`src/rtl/fat32_volume_id_parser_pkg.sv`:
```
// Shared definitions for the FAT32 Volume ID parser: FSM encodings, BPB byte
// offsets, error codes and the boot-sector signature bytes.
package fat32_pkg;

  typedef enum logic [2:0] {
    ST_IDLE    = 3'd0,
    ST_CAPTURE = 3'd1,
    ST_CHECK   = 3'd2,
    ST_COMPUTE = 3'd3,
    ST_DONE    = 3'd4
  } state_t;

  localparam logic [9:0] OFF_BPS_LO  = 10'd11;
  localparam logic [9:0] OFF_BPS_HI  = 10'd12;
  localparam logic [9:0] OFF_SPC     = 10'd13;
  localparam logic [9:0] OFF_RSV_LO  = 10'd14;
  localparam logic [9:0] OFF_RSV_HI  = 10'd15;
  localparam logic [9:0] OFF_NFATS   = 10'd16;
  localparam logic [9:0] OFF_SPF_0   = 10'd36;
  localparam logic [9:0] OFF_SPF_1   = 10'd37;
  localparam logic [9:0] OFF_SPF_2   = 10'd38;
  localparam logic [9:0] OFF_SPF_3   = 10'd39;
  localparam logic [9:0] OFF_ROOT_0  = 10'd44;
  localparam logic [9:0] OFF_ROOT_1  = 10'd45;
  localparam logic [9:0] OFF_ROOT_2  = 10'd46;
  localparam logic [9:0] OFF_ROOT_3  = 10'd47;
  localparam logic [9:0] OFF_SIG_LO  = 10'd510;
  localparam logic [9:0] OFF_SIG_HI  = 10'd511;

  localparam logic [7:0] SIG_LO = 8'h55;
  localparam logic [7:0] SIG_HI = 8'hAA;

  localparam logic [2:0] ERR_NONE  = 3'd0;
  localparam logic [2:0] ERR_BPS   = 3'd1;
  localparam logic [2:0] ERR_SPC   = 3'd2;
  localparam logic [2:0] ERR_NFATS = 3'd3;
  localparam logic [2:0] ERR_SIG   = 3'd4;
  localparam logic [2:0] ERR_COUNT = 3'd5;

  function automatic logic is_pow2(input logic [7:0] v);
    return (v != 8'd0) && ((v & (v - 8'd1)) == 8'd0);
  endfunction

endpackage

```
`src/rtl/fat32_volume_id_parser_if.sv`:
```
// Byte-stream input and BPB result bundle between the SD read path and the parser.
interface fat32_volume_id_parser_if;
  // Strobe semantics: start, byte_valid and block_done are single-cycle pulses
  // with no back-pressure; done is a one-cycle pulse, valid/error are levels.
  logic        start;
  logic [31:0] partition_lba_begin;
  logic [7:0]  byte_in;
  logic        byte_valid;
  logic        block_done;
  logic        busy;
  logic        done;
  logic        valid;
  logic        error;
  logic [2:0]  error_code;
  logic [15:0] bytes_per_sector;
  logic [7:0]  sectors_per_cluster;
  logic [15:0] reserved_sectors;
  logic [7:0]  num_fats;
  logic [31:0] sectors_per_fat;
  logic [31:0] root_cluster;
  logic [31:0] fat_begin_lba;
  logic [31:0] cluster_begin_lba;

  modport master (
    output start, partition_lba_begin, byte_in, byte_valid, block_done,
    input  busy, done, valid, error, error_code, bytes_per_sector,
           sectors_per_cluster, reserved_sectors, num_fats, sectors_per_fat,
           root_cluster, fat_begin_lba, cluster_begin_lba
  );

  modport slave (
    input  start, partition_lba_begin, byte_in, byte_valid, block_done,
    output busy, done, valid, error, error_code, bytes_per_sector,
           sectors_per_cluster, reserved_sectors, num_fats, sectors_per_fat,
           root_cluster, fat_begin_lba, cluster_begin_lba
  );
endinterface

```
`src/rtl/fat32_volume_id_parser.sv`:
```
// Captures the FAT32 Volume ID sector, validates the BPB and derives the FAT and
// cluster-region start LBAs with one 32-bit add per FAT copy.
module fat32_volume_id_parser
  import fat32_pkg::*;
#(
  parameter int SECTOR_BYTES = 512,
  parameter int MAX_FATS     = 4
) (
  input  logic                     clk,
  input  logic                     rst_n,
  fat32_volume_id_parser_if.slave  bus,
  output state_t                   o_state
);

  state_t      r_state, w_state_next;
  logic [2:0]  w_check_code;
  logic [31:0] r_part;
  logic [9:0]  r_byte_cnt;
  logic        r_overflow;
  logic [7:0]  r_sig_lo, r_sig_hi;
  logic [15:0] r_bps, r_rsv;
  logic [7:0]  r_spc, r_nfats, r_fat_cnt;
  logic [31:0] r_spf, r_root, r_fat_begin, r_cluster_begin;
  logic        r_busy, r_done, r_valid, r_error;
  logic [2:0]  r_error_code;

  always_comb begin
    w_state_next = r_state;
    w_check_code = ERR_NONE;
    // First failing check wins.
    if (r_byte_cnt != 10'(SECTOR_BYTES) || r_overflow) w_check_code = ERR_COUNT;
    else if (r_bps != 16'(SECTOR_BYTES))                w_check_code = ERR_BPS;
    else if (!is_pow2(r_spc))                           w_check_code = ERR_SPC;
    else if (r_nfats == 8'd0 || r_nfats > 8'(MAX_FATS)) w_check_code = ERR_NFATS;
    else if (r_sig_lo != SIG_LO || r_sig_hi != SIG_HI)  w_check_code = ERR_SIG;
    case (r_state)
      ST_IDLE:    if (bus.start) w_state_next = ST_CAPTURE;
      ST_CAPTURE: if (bus.block_done) w_state_next = ST_CHECK;
      ST_CHECK:   w_state_next = (w_check_code != ERR_NONE) ? ST_DONE : ST_COMPUTE;
      ST_COMPUTE: if (r_fat_cnt <= 8'd1) w_state_next = ST_DONE;
      ST_DONE:    w_state_next = ST_IDLE;
      default:    w_state_next = ST_IDLE;
    endcase
  end

  always_ff @(negedge clk or negedge rst_n) begin
    if (!rst_n) r_state <= ST_IDLE;
    else        r_state <= w_state_next;
  end

  always_ff @(negedge clk or negedge rst_n) begin
    if (!rst_n) begin
      r_part <= '0; r_byte_cnt <= '0; r_overflow <= 1'b0;
      r_sig_lo <= '0; r_sig_hi <= '0;
      r_bps <= '0; r_spc <= '0; r_rsv <= '0; r_nfats <= '0;
      r_spf <= '0; r_root <= '0; r_fat_begin <= '0; r_cluster_begin <= '0;
      r_fat_cnt <= '0; r_busy <= 1'b0; r_done <= 1'b0; r_valid <= 1'b0;
      r_error <= 1'b0; r_error_code <= ERR_NONE;
    end else begin
      case (r_state)
        ST_IDLE: if (bus.start) begin
          r_part <= bus.partition_lba_begin;
          r_byte_cnt <= '0; r_overflow <= 1'b0;
          r_sig_lo <= '0; r_sig_hi <= '0;
          r_bps <= '0; r_spc <= '0; r_rsv <= '0; r_nfats <= '0;
          r_spf <= '0; r_root <= '0; r_fat_begin <= '0; r_cluster_begin <= '0;
          r_fat_cnt <= '0; r_valid <= 1'b0; r_error <= 1'b0;
          r_error_code <= ERR_NONE; r_busy <= 1'b1;
        end
        ST_CAPTURE: if (bus.byte_valid) begin
          if (r_byte_cnt == 10'(SECTOR_BYTES)) begin
            r_overflow <= 1'b1;
          end else begin
            r_byte_cnt <= r_byte_cnt + 10'd1;
            case (r_byte_cnt)
              OFF_BPS_LO: r_bps[7:0]    <= bus.byte_in;
              OFF_BPS_HI: r_bps[15:8]   <= bus.byte_in;
              OFF_SPC:    r_spc         <= bus.byte_in;
              OFF_RSV_LO: r_rsv[7:0]    <= bus.byte_in;
              OFF_RSV_HI: r_rsv[15:8]   <= bus.byte_in;
              OFF_NFATS:  r_nfats       <= bus.byte_in;
              OFF_SPF_0:  r_spf[7:0]    <= bus.byte_in;
              OFF_SPF_1:  r_spf[15:8]   <= bus.byte_in;
              OFF_SPF_2:  r_spf[23:16]  <= bus.byte_in;
              OFF_SPF_3:  r_spf[31:24]  <= bus.byte_in;
              OFF_ROOT_0: r_root[7:0]   <= bus.byte_in;
              OFF_ROOT_1: r_root[15:8]  <= bus.byte_in;
              OFF_ROOT_2: r_root[23:16] <= bus.byte_in;
              OFF_ROOT_3: r_root[31:24] <= bus.byte_in;
              OFF_SIG_LO: r_sig_lo      <= bus.byte_in;
              OFF_SIG_HI: r_sig_hi      <= bus.byte_in;
              default: ;
            endcase
          end
        end
        ST_CHECK: begin
          if (w_check_code != ERR_NONE) begin
            r_error <= 1'b1; r_error_code <= w_check_code;
            r_busy <= 1'b0; r_done <= 1'b1;
          end else begin
            r_fat_begin     <= r_part + {16'd0, r_rsv};
            r_cluster_begin <= r_part + {16'd0, r_rsv};
            r_fat_cnt       <= r_nfats;
          end
        end
        ST_COMPUTE: begin
          // Repeated add replaces num_fats * sectors_per_fat.
          r_cluster_begin <= r_cluster_begin + r_spf;
          r_fat_cnt       <= r_fat_cnt - 8'd1;
          if (r_fat_cnt <= 8'd1) begin
            r_valid <= 1'b1; r_busy <= 1'b0; r_done <= 1'b1;
          end
        end
        ST_DONE: r_done <= 1'b0;
        default: ;
      endcase
    end
  end

  assign o_state                 = r_state;
  assign bus.busy                = r_busy;
  assign bus.done                = r_done;
  assign bus.valid               = r_valid;
  assign bus.error               = r_error;
  assign bus.error_code          = r_error_code;
  assign bus.bytes_per_sector    = r_bps;
  assign bus.sectors_per_cluster = r_spc;
  assign bus.reserved_sectors    = r_rsv;
  assign bus.num_fats            = r_nfats;
  assign bus.sectors_per_fat     = r_spf;
  assign bus.root_cluster        = r_root;
  assign bus.fat_begin_lba       = r_fat_begin;
  assign bus.cluster_begin_lba   = r_cluster_begin;

endmodule

```
`src/flat_wrapper.sv`:
```
// flat-port wrapper written by rule: the top's interface ports become plain ports
module fat32_volume_id_parser_flat import fat32_pkg::*;
#(
  parameter int SECTOR_BYTES = 512,
  parameter int MAX_FATS     = 4
)
  (clk, rst_n, o_state, bus_start, bus_partition_lba_begin, bus_byte_in, bus_byte_valid, bus_block_done, bus_busy, bus_done, bus_valid, bus_error, bus_error_code, bus_bytes_per_sector, bus_sectors_per_cluster, bus_reserved_sectors, bus_num_fats, bus_sectors_per_fat, bus_root_cluster, bus_fat_begin_lba, bus_cluster_begin_lba);
  fat32_volume_id_parser_if bus_i ();
  input  logic clk;
  input  logic rst_n;
  output state_t o_state;
  input wire logic [$bits(bus_i.start)-1:0] bus_start;
  input wire logic [$bits(bus_i.partition_lba_begin)-1:0] bus_partition_lba_begin;
  input wire logic [$bits(bus_i.byte_in)-1:0] bus_byte_in;
  input wire logic [$bits(bus_i.byte_valid)-1:0] bus_byte_valid;
  input wire logic [$bits(bus_i.block_done)-1:0] bus_block_done;
  output wire logic [$bits(bus_i.busy)-1:0] bus_busy;
  output wire logic [$bits(bus_i.done)-1:0] bus_done;
  output wire logic [$bits(bus_i.valid)-1:0] bus_valid;
  output wire logic [$bits(bus_i.error)-1:0] bus_error;
  output wire logic [$bits(bus_i.error_code)-1:0] bus_error_code;
  output wire logic [$bits(bus_i.bytes_per_sector)-1:0] bus_bytes_per_sector;
  output wire logic [$bits(bus_i.sectors_per_cluster)-1:0] bus_sectors_per_cluster;
  output wire logic [$bits(bus_i.reserved_sectors)-1:0] bus_reserved_sectors;
  output wire logic [$bits(bus_i.num_fats)-1:0] bus_num_fats;
  output wire logic [$bits(bus_i.sectors_per_fat)-1:0] bus_sectors_per_fat;
  output wire logic [$bits(bus_i.root_cluster)-1:0] bus_root_cluster;
  output wire logic [$bits(bus_i.fat_begin_lba)-1:0] bus_fat_begin_lba;
  output wire logic [$bits(bus_i.cluster_begin_lba)-1:0] bus_cluster_begin_lba;
  assign bus_i.start = bus_start;
  assign bus_i.partition_lba_begin = bus_partition_lba_begin;
  assign bus_i.byte_in = bus_byte_in;
  assign bus_i.byte_valid = bus_byte_valid;
  assign bus_i.block_done = bus_block_done;
  assign bus_busy = bus_i.busy;
  assign bus_done = bus_i.done;
  assign bus_valid = bus_i.valid;
  assign bus_error = bus_i.error;
  assign bus_error_code = bus_i.error_code;
  assign bus_bytes_per_sector = bus_i.bytes_per_sector;
  assign bus_sectors_per_cluster = bus_i.sectors_per_cluster;
  assign bus_reserved_sectors = bus_i.reserved_sectors;
  assign bus_num_fats = bus_i.num_fats;
  assign bus_sectors_per_fat = bus_i.sectors_per_fat;
  assign bus_root_cluster = bus_i.root_cluster;
  assign bus_fat_begin_lba = bus_i.fat_begin_lba;
  assign bus_cluster_begin_lba = bus_i.cluster_begin_lba;
  fat32_volume_id_parser #(.SECTOR_BYTES(SECTOR_BYTES), .MAX_FATS(MAX_FATS)) u_core (.clk(clk), .rst_n(rst_n), .bus(bus_i), .o_state(o_state));
endmodule
```
`config.mk`:
```
export PLATFORM = sky130hd
export DESIGN_NAME = fat32_volume_id_parser_flat
export DESIGN_NICKNAME = d
export VERILOG_FILES = /design/src/rtl/fat32_volume_id_parser_pkg.sv /design/src/rtl/fat32_volume_id_parser_if.sv /design/src/rtl/fat32_volume_id_parser.sv /design/src/flat_wrapper.sv
export SDC_FILE = /design/constraint.sdc
export NUM_CORES = 1
export LEC_CHECK = 0
export ABC_CLOCK_PERIOD_IN_PS = 3900
export BUFFER_PORTS_ARGS = -buffer_cell sky130_fd_sc_hd__buf_2
export CAP_MARGIN = 0
export CORE_MARGIN = 3
export CORE_UTILIZATION = 47
export DETAILED_ROUTE_END_ITERATION = 7
export HOLD_SLACK_MARGIN = 0.03
export PLACE_DENSITY = 0.69
export SLEW_MARGIN = 40
export SYNTH_ARGS = -nofsm -noshare
export SYNTH_HDL_FRONTEND = slang
export SYNTH_SLANG_ARGS = --single-unit
```
`constraint.sdc`:
```
create_clock -name clk -period 3.9 [get_ports clk]
set_input_delay 0.585 -clock clk [delete_from_list [all_inputs] [get_ports clk]]
set_output_delay 0.585 -clock clk [all_outputs]
set_load 0.05 [all_outputs]
```
# After elaboration in Yosys (flattened, before gate mapping)
# Cells that the tools add are included.
op_classes:
  mux: 78
  add_sub_neg: 5
  n_lt_le_gt_ge: 2
  n_eq_ne: 49
  n_reduce_logical: 40
  bitwise_logic: 1
op_table:
  columns: ["op", "n"]
  rows:
  - ["$mux 8", 26]
  - ["$mux 32", 6]
  - ["$pmux 32 s2", 3]
  - ["$pmux 32 s3", 1]
  - ["$eq 10x6->1 const B", 8]
  - ["$mux 16", 5]
  - ["$reduce_and 5->1", 16]
  - ["$pmux 16 s2", 2]
  - ["$pmux 8 s2", 4]
  - ["$eq 10x4->1 const B", 5]
  - ["$ne 2x2->1 const B", 20]
  - ["$mux 3", 11]
  - ["$add 32x16->32", 1]
  - ["$add 32x32->32", 1]
  - ["$mux 10", 3]
  - ["$pmux 8 s3", 1]
  - ["$eq 10x9->1 const B", 2]
  - ["$pmux 10 s2", 1]
  - ["$reduce_and 3->1", 6]
  - ["$logic_not 8->1", 2]
  - ["$ne 16x10->1 const B", 1]
  - ["$sub 8x1->8 const B", 2]
  - ["$pmux 3 s4", 1]
  - ["$reduce_and 4->1", 3]
  - ["other kinds (24)", 44]
word_totals:
  word_cells: 203
  output_inout_bits: 186
  ff_bits: 253

# Depth between registers and ports, before layout
# Gate-level depths: netlist of the first run.
depth:
  ltp_word: 10
  depth_mapped: 11

==> results of run 1 <==
worst paths after layout:
check / startpoint / endpoint / slack, ps / cells past startpoint
max reg2reg: u_core.bus.reserved_sectors[0] / u_core.bus.cluster_begin_lba[22] / 530 / 10
min reg2reg: u_core.bus.fat_begin_lba[17] / u_core.bus.fat_begin_lba[17] / 410 / 2
min in group asynchronous: rst_n / u_core.bus.cluster_begin_lba[27] / 1740 / 1
max: u_core.bus.cluster_begin_lba[5] / bus_cluster_begin_lba[5] / 3 / 1
min: u_core.bus.fat_begin_lba[17] / u_core.bus.fat_begin_lba[17] / 410 / 2
max in group asynchronous: rst_n / u_core.bus.root_cluster[24] / 1480 / 2
flip-flops by register name, summed over array words and instances (netlist names), 3 cells and up:
signal	count
u_core.bus.reserved_sectors	16
u_core.bus.bytes_per_sector	16
u_core.bus.num_fats	8
u_core.r_part	32
u_core.bus.cluster_begin_lba	32
u_core.r_byte_cnt	10
u_core.o_state	3
u_core.bus.fat_begin_lba	32
u_core.bus.root_cluster	32
u_core.r_sig_lo	8
u_core.r_fat_cnt	8
u_core.bus.sectors_per_cluster	8
u_core.r_sig_hi	8
u_core.bus.sectors_per_fat	32
u_core.bus.error_code	3
metal layers:
| layer | track usage [%] | share of wire [%] | vias up |
|---|---|---|---|
| li1 | - | - | 5727 |
| met1 | 38.1 | 44 | 5833 |
| met2 | 40.5 | 44 | 534 |
| met3 | 6.01 | 9.1 | 72 |
| met4 | 8.01 | 3.1 | 0 |
| met5 | 0 | 0 | - |
cells by family (layout without fill, tap and decap cells):
logic type               after synthesis  in the layout  synth area share, %
AND/OR/NAND/NOR                      571            571                 20.7
AO/OA/AOI/OAI                        388            388                 17.5
flip-flops                           253            253                 47.7
buffers and inverters                115            380                 3.46
XOR/XNOR                              59             59                 3.89
adder cells (fa/ha/maj)               56             56                 5.37
multiplexers                          17             17                 1.37
per-stage QoR:
stage	power, mW	instances	utilization (%)	hold WS (ps)	setup slack (ps)
2_1_floorplan	2.72	1459	-	410	-109
3_3_place_gp	2.82	2042	55.9	406	-122
3_5_place_dp	2.82	2042	55.9	413	-154
4_1_cts	5.49	2092	59.4	413	2.71
5_1_grt	5.62	2096	59.5	447	1.37
6_report	5.44	2096	59.5	410	3.01
area by class of cell:
| class | instances | area (sq um) | area share, % |
|---|---|---|---|
| clock buffers | 34 | 752 | 4.62 |
| flip-flops and latches | 253 | 6330 | 38.9 |
| clock inverters | 16 | 171 | 1.05 |
| well taps | 372 | 465 | 2.86 |
| multi-input cells | 1091 | 6510 | 40.0 |
| inverters | 33 | 124 | 0.761 |
| repair buffers | 297 | 1920 | 11.8 |
repair_timing:
action / CTS / global route
buffers inserted: 0 / 4
hold endpoints to repair: 0 / 0
gates resized for setup: 5 / 6
setup endpoints to repair: 4 / 9
power groups by stage:
stage	sequential, mW	clock [mW]	combinational (mW)
finish	2.65	2.67	0.120
global route	2.65	2.84	0.136
CTS	2.65	2.71	0.124
detailed placement	2.69	0	0.124
global placement	2.69	0	0.122
floorplan	2.71	0	0.00943
cell usage in the layout, fill, tap and decap left out, types with 10 or more instances in the layout:
master,count
clkbuf_16,27
nand3_1,144
xor2_1,28
inv_1,33
buf_4,52
and3_1,19
nor3_1,31
a211oi_1,12
xnor2_1,31
nor2_1,68
o21ai_0,204
a21oi_1,50
a21o_1,27
buf_12,18
o211ai_1,10
nand2_1,212
nand4_1,23
ha_1,53
dfrtn_1,253
buf_2,219
==> metrics.md, run 1 <==
| Metric | Value |
|---|---|
| Cell family with most CP delay | `flip-flops` |
| Final #Nets | `1,803` |
| Die width | `174 um` |
| Dpl hpwl | `30,200 um` |
| Core area | `27,300 sq um` |
| Internal | `4.25 mW` |
| Fin Setup TNS | `0 ps` |
| Antenna Nets Post-Route | `0` |
| Num ports | `~230` |
| Final max-slew violation count | `0` |
| Post-DR vias/cell | `5.80` |
| Critical path, cell by cell | `buf_2` |
| GRT Total Usage | `26.6%` |
| Post-detailed-route wirelength per cell | `19.9 um` |
| CTS tree | `built` |
| Yosys top cell by area | `dfrtn_1` |
| Gpl congestion | `0.912` |
| Initial Utilization | `48.6%` |
| Ys flop type | `dfrtn_1` |
| Switching share of power | `between 20% and 30%` |
| Synth area leaders | `dfrtn_1 (48%), o21ai_0 (7.7%), nand2_1 (6.0%)` |
| TritonCTS buffer count | `27` |
| Buf+Inv Stages, Crit Path | `1` |
| Avg Synthesized Cell Area | `9.10 sq um` |
| Part of the power in registers | `48.7%` |
| CP max FO | `3` |
| Post-route design area | `16,300 sq um` |
| WP data required | `3310 ps` |
| Clock buffer depth | `3` |
| Startpoint types | `flop` |
| # DRC | `0` |
| Clk slew on worst S/H paths | `50 ps` |
| Clock network power share | `49.1%` |
| Post-CTS Hold Buffers | `0` |
| Post-Route Skew | `about 14 ps` |
| Yosys cell types | `73` |
| Final hold violation count | `0` |
| Asr flop ratio synth | `100%` |
| Syn Std Cell Area | `13,300 sq um` |
| RSZ-0062 raised after global routing | `no` |
| Logic pwr share | `2.2%` |
| Sequential share of the synthesized area | `47.7%` |
| Area post-placement | `15,300 sq um` |
| DRT iter0 DRCs | `1,102` |
| Row count | `60` |
| Commonest cells in the netlist | `dfrtn_1 (253), nand2_1 (212), o21ai_0 (204)` |
| CP max stage cell | `dfrtn_1` |
| Layout cells sized above 1 | `between 20% and 30%` |
| Top-count cell post-synth | `dfrtn_1` |
| Mapped Cells | `1,459` |
| Fillers | `around 2,500` |
| Skew-Pair Late Insertion Delay | `approximately 540 ps` |
| Cell area power density | `334 nW/um^2` |
| Routed vias | `12,200` |
| Syn_nets | `about 1,600` |
| Psw | `1.19 mW` |
| Worst vdd ir | `~0.26 mV` |
| CTS root buf | `clkbuf_16` |
| Leak Pwr | `8.11 nW` |
| First-pass GRT wire length | `64,900 um` |
| Critical Path AT | `3310 ps` |
| Status | `complete, no violations` |
| Synth Register Bits | `approximately 250` |
| Layout area overhead | `22.6%` |
| Yosys top cell area share | `47.7%` |
| Crit. End Element | `primary output` |
| Max incr delay on CP | `520 ps` |
| CP Class | `reg -> out` |
| Vias in the first global route | `11,500` |
| Gr ovfl total | `0` |
| Ys Warns | `0` |
| Hold crit path type | `reg -> reg` |
| Wirelength, routed | `between 40,000 and 50,000 um` |
| # setup viols final | `0` |
| Die height | `174 um` |
| Max Cap Viol | `0` |
| Input/output buffers | `230` |
| Pin count of the biggest net entering global routing | `69` |
| Initial antenna violation count | `0` |
| Clock sink total | `~250` |
| Slew HR | `a little under half` |
| H-tree depth | `1` |
| Inserted Diodes | `0` |
| Drt pass-1 iters | `5` |
| Number of flops mapped to enable cells by yosys | `0` |
| Die area | `30,300 sq um` |
| Worst slew pin tran | `813 ps` |
(Power assumes the default switching activity.)
==> inputs of run 2 (changes only) <==
ABC_CLOCK_PERIOD_IN_PS = not set   (was 3900)
BUFFER_PORTS_ARGS = not set   (was -buffer_cell sky130_fd_sc_hd__buf_2)
DONT_BUFFER_PORTS = 1   (was not set)
PLACE_DENSITY = not set   (was 0.69)
==> metrics.md, run 2 (synthesized netlist as in run 1, its figures left out) <==
| Metric | Value |
|---|---|
| Status | `complete, but fails checks` |
| Failing checks | `negative setup slack` |
| # DRC | `0` |
| Total Power | `5.43 mW` |
| Initial antenna violation count | `2` |
| Gr ovfl total | `0` |
| Crit. End Element | `primary output` |
| Final #Nets | `1,585` |
| Input/output buffers | `0` |
| Final core occ | `between 50% and 60%` |
| Antenna Nets Post-Route | `0` |
| Max Cap Viol | `0` |
| Fillers | `roughly 2,500` |
| Slew HR | `around two fifths` |
| # setup viols final | `2` |
| CP Class | `reg -> out` |
| Wirelength, routed | `40,800 um` |
| Routed vias | `~11,000` |
| RSZ-0062 raised after global routing | `yes` |
| Final max-slew violation count | `0` |
| First-pass GRT wire length | `63,900 um` |
| HP Start | `u_core.r_part[7]` |
| Critical Path AT | `3350 ps` |
| Pin count of the biggest net entering global routing | `254` |
| R2r startpoint | `u_core.bus.reserved_sectors[0]` |
| Hold crit path type | `reg -> reg` |
| Setup bufs post-CTS | `0` |
| Final WS setup | `-30.9 ps` |
| Worst vdd ir | `0.298 mV` |
| Clk slew on worst S/H paths | `40 ps` |
| Worst slew pin tran | `916 ps` |
| Die width | `174 um` |
| Layout cells sized above 1 | `9.95%` |
| CTS root buf | `clkbuf_16` |
| Clock buffer depth | `3` |
| Die height | `174 um` |
| Gpl congestion | `0.950` |
| DRT iter0 DRCs | `~960` |
| Final hold violation count | `0` |
| Row count | `60` |
| GRT Total Usage | `26.6%` |
| Startpoint types | `flop` |
| CTS tree | `built` |
| Critical path origin | `u_core.o_state[2]` |
| Vias in the first global route | `10,700` |
| Dpl hpwl | `28,800 um` |
| Post-detailed-route wirelength per cell | `21.7 um` |
| Core area | `between 20,000 and 30,000 sq um` |
| Post-Route Skew | `6.95 ps` |
| Drt pass-1 iters | `5` |
| Post-DR vias/cell | `5.86` |
| Commonest non-fill, non-tap cell in the layout | `dfrtn_1` |
| CP max FO | `7` |
| Die area | `approximately 30,000 sq um` |
| Cell area power density | `358 nW/um^2` |
| WP data required | `3310 ps` |
| Skew-Pair Late Insertion Delay | `540 ps` |
| Num ports | `231` |
| TritonCTS buffer count | `28` |
| Post-CTS Hold Buffers | `0` |
| Leak Pwr | `7.08 nW` |
| H-tree depth | `1` |
| Most frequent cells in the layout | `dfrtn_1 (253), nand2_1 (212), o21ai_0 (204)` |
| Initial Utilization | `around half` |
| Layout area overhead | `14.3%` |
| # resized after CTS | `0` |
| Clock sink total | `253` |
[run 2: layer usage]
layer	up-vias	part of all wire, %	GRT usage [%]
li1	5287	-	-
met1	5251	45	38.4
met2	407	43	38.7
met3	64	10	8.78
met4	0	2.5	6.74
met5	-	0	0
[run 2: cell type report]
cell class	count	area, sq um	share of cell area (%)
Multi-Input combinational cell	1091	6520	42.9
Sequential cell	253	6330	41.7
Clock buffer	39	782	5.15
Timing Repair Buffer	78	773	5.10
Tap cell	372	465	3.07
Clock inverter	13	180	1.19
Inverter	33	124	0.816
Antenna cell	1	2.50	0.0165
[run 2: final timing paths]
kind / endpoint / depth (start not counted) / slack [ps]
worst min-delay path: u_core.r_part[7] / 2 / 440
min in group asynchronous: u_core.bus.cluster_begin_lba[24] / 0 / 1570
worst max-delay path: o_state[2] / 0 / -30
max in group asynchronous: u_core.bus.fat_begin_lba[7] / 0 / 1550
worst min register to register: u_core.r_part[7] / 2 / 440
worst max register to register: u_core.bus.cluster_begin_lba[22] / 10 / 360
[run 2: metrics by stage]
stage                     cell area, sq um  cells  hold slack, ps  worst slack, ps  TNS [ps]
final                                15200   1880             436            -30.9     -53.3
after global routing                 15200   1879             460            -60.1      -181
after CTS                            15200   1879             438            -45.9     -91.7
after detailed placement             14200   1827             437             -111     -1050
after global placement               14200   1827             430             -109      -921
after floorplan                      13300   1459             410             -109     -1230
[run 2: worst min-delay path: cells and delay by family (launching register included)]
family	cells	cell delay, ps
AND/OR/NAND/NOR	2	100
flip-flops	1	410
[run 2: power by group]
| group | internal [mW] | switching [mW] |
|---|---|---|
| Sequential | 2.65 | 0.0199 |
| Clock | 1.66 | 1.09 |
| Combinational | 0.00526 | 0.00591 |
| Total | 4.31 | 1.12 |
==> inputs of run 3 (changes only) <==
clock period = 4.74 ns   (was 3.9 ns; I/O delays follow)
==> metrics.md, run 3 (synthesized netlist as in run 1, its figures left out) <==
| Metric | Value |
|---|---|
| Final #Nets | `1,541` |
| Post-route design area | `14,700 sq um` |
| Psw | `946 uW` |
| Num ports | `231` |
| Wirelength, routed | `40,800 um` |
| CTS tree | `built` |
| Clock buffer depth | `3` |
| Gr ovfl total | `0` |
| Gpl congestion | `0.925` |
| Final WS setup | `around 250 ps` |
| Leak Pwr | `around 6.8 nW` |
| RSZ-0062 raised after global routing | `no` |
| Initial Utilization | `about half` |
| Commonest non-fill, non-tap cell in the layout | `dfrtn_1` |
| Area of the multi-input gates | `approximately 6500 sq um` |
| R2R Path End | `u_core.bus.cluster_begin_lba[28]` |
| # setup viols final | `0` |
| H-tree depth | `1` |
| Post-Route Skew | `7.92 ps` |
| Post-DR vias/cell | `5.93` |
| Cells on worst reg2reg path | `11` |
| Final max-slew violation count | `0` |
| Worst slack at placement | `161 ps` |
| Layout cells sized above 1 | `about 7.5%` |
| Pin count of the biggest net entering global routing | `254` |
| Critical path origin | `u_core.bus.sectors_per_fat[31]` |
| Die width | `around 170 um` |
| TritonCTS buffer count | `28` |
| Final core occ | `54.0%` |
| Antenna Nets Post-Route | `0` |
| CP Class | `reg -> out` |
| Post-detailed-route wirelength per cell | `22.2 um` |
| HP Start | `u_core.r_part[14]` |
| Skew-Pair Late Insertion Delay | `540 ps` |
| Fillers | `2,591` |
| Worst slew pin tran | `871 ps` |
| Die area | `roughly 30,000 sq um` |
| Sequential Area | `6330 sq um` |
| # resized after CTS | `0` |
| Routed vias | `10,900` |
| GRT Total Usage | `26.4%` |
| Dpl hpwl | `28,400 um` |
| # DRC | `0` |
| Critical Path AT | `3780 ps` |
| DRT iter0 DRCs | `1,019` |
| Logic pwr share | `less than 1%` |
| Hold crit path type | `reg -> reg` |
| Detail Route met3 WL | `3700 um` |
| Post-CTS Hold Buffers | `0` |
| WP data required | `between 4000 and 5000 ps` |
| R2r startpoint | `u_core.bus.sectors_per_fat[0]` |
| Worst vdd ir | `0.225 mV` |
| Setup bufs post-CTS | `0` |
| CTS root buf | `clkbuf_16` |
| M1 WL | `18,900 um` |
| Inserted Diodes | `0` |
| Layout area overhead | `11.1%` |
| Clk slew on worst S/H paths | `50 ps` |
| Crit. End Element | `primary output` |
| Max Cap Viol | `0` |
| Most frequent cells in the layout | `dfrtn_1 (253), nand2_1 (212), o21ai_0 (204)` |
| Fin Setup TNS | `0 ps` |
| CP max FO | `6` |
| Area post-placement | `13,700 sq um` |
| Crit path to | `bus_sectors_per_fat[31]` |
| Flop-to-flop setup slack | `730 ps` |
| Placed cells | `1,783` |
| Drt pass-1 iters | `5` |
| Vias in the first global route | `10,300` |
| Input/output buffers | `0` |
| Status | `complete, no violations` |
| Switching share of power | `20.5%` |
| Cell area power density | `313 nW/um^2` |
| Internal | `approximately 3.7 mW` |
| Core area | `27,300 sq um` |
| Part of the power in registers | `47.5%` |
| Final hold violation count | `0` |
| Clock network power share | `around 52%` |
| Initial antenna violation count | `0` |
| Clock sink total | `approximately 250` |
| Startpoint types | `flop` |
| Metal2 WL | `17,400 um` |
| First-pass GRT wire length | `between 60,000 and 70,000 um` |
| Die height | `174 um` |
| Slew HR | `approximately two fifths` |
| Number of cells on the critical path | `0` |
| Fin cells | `1,835` |
| Row count | `60` |
| Max Used Layer | `met4` |
run 3: how the worst min path moves through the flow:
stage | endpoint | cells after the start | slack [ps]
floorplan | u_core.r_part[0] | 2 | 410
finish | u_core.r_part[14] | 2 | 440
CTS | u_core.r_part[7] | 2 | 440
detailed placement | u_core.r_part[7] | 2 | 440
global placement | u_core.r_part[7] | 2 | 430
global route | u_core.r_part[0] | 2 | 470
run 3: power groups by stage:
stage / Sequential, mW / Combinational, mW / Clock [mW]
floorplan: 2.23 / 0.00776 / 0
global route: 2.19 / 0.0114 / 2.56
detailed placement: 2.23 / 0.00956 / 0
global placement: 2.23 / 0.00931 / 0
CTS: 2.19 / 0.00979 / 2.45
finish: 2.19 / 0.00984 / 2.41
run 3: metal layers:
| layer | global-route usage, % | vias to the layer above |
|---|---|---|
| met5 | 0 | - |
| met4 | 5.09 | 0 |
| met3 | 7.14 | 49 |
| met2 | 38.9 | 373 |
| met1 | 39.3 | 5268 |
| li1 | - | 5198 |
run 3: area by class of cell:
cell class / count / share of cell area, %
tap: 372 / 3.16
sequential: 253 / 42.9
clock buffer: 33 / 5.23
multi-input combinational: 1091 / 44.0
timing repair buffer: 34 / 2.01
inverter: 33 / 0.840
clock inverter: 19 / 1.79
run 3: through the flow:
step | power (mW) | hold WS [ps]
floorplan | 2.24 | 410
global placement | 2.24 | 432
detailed placement | 2.24 | 436
CTS | 4.66 | 436
global route | 4.76 | 470
finish | 4.62 | 435
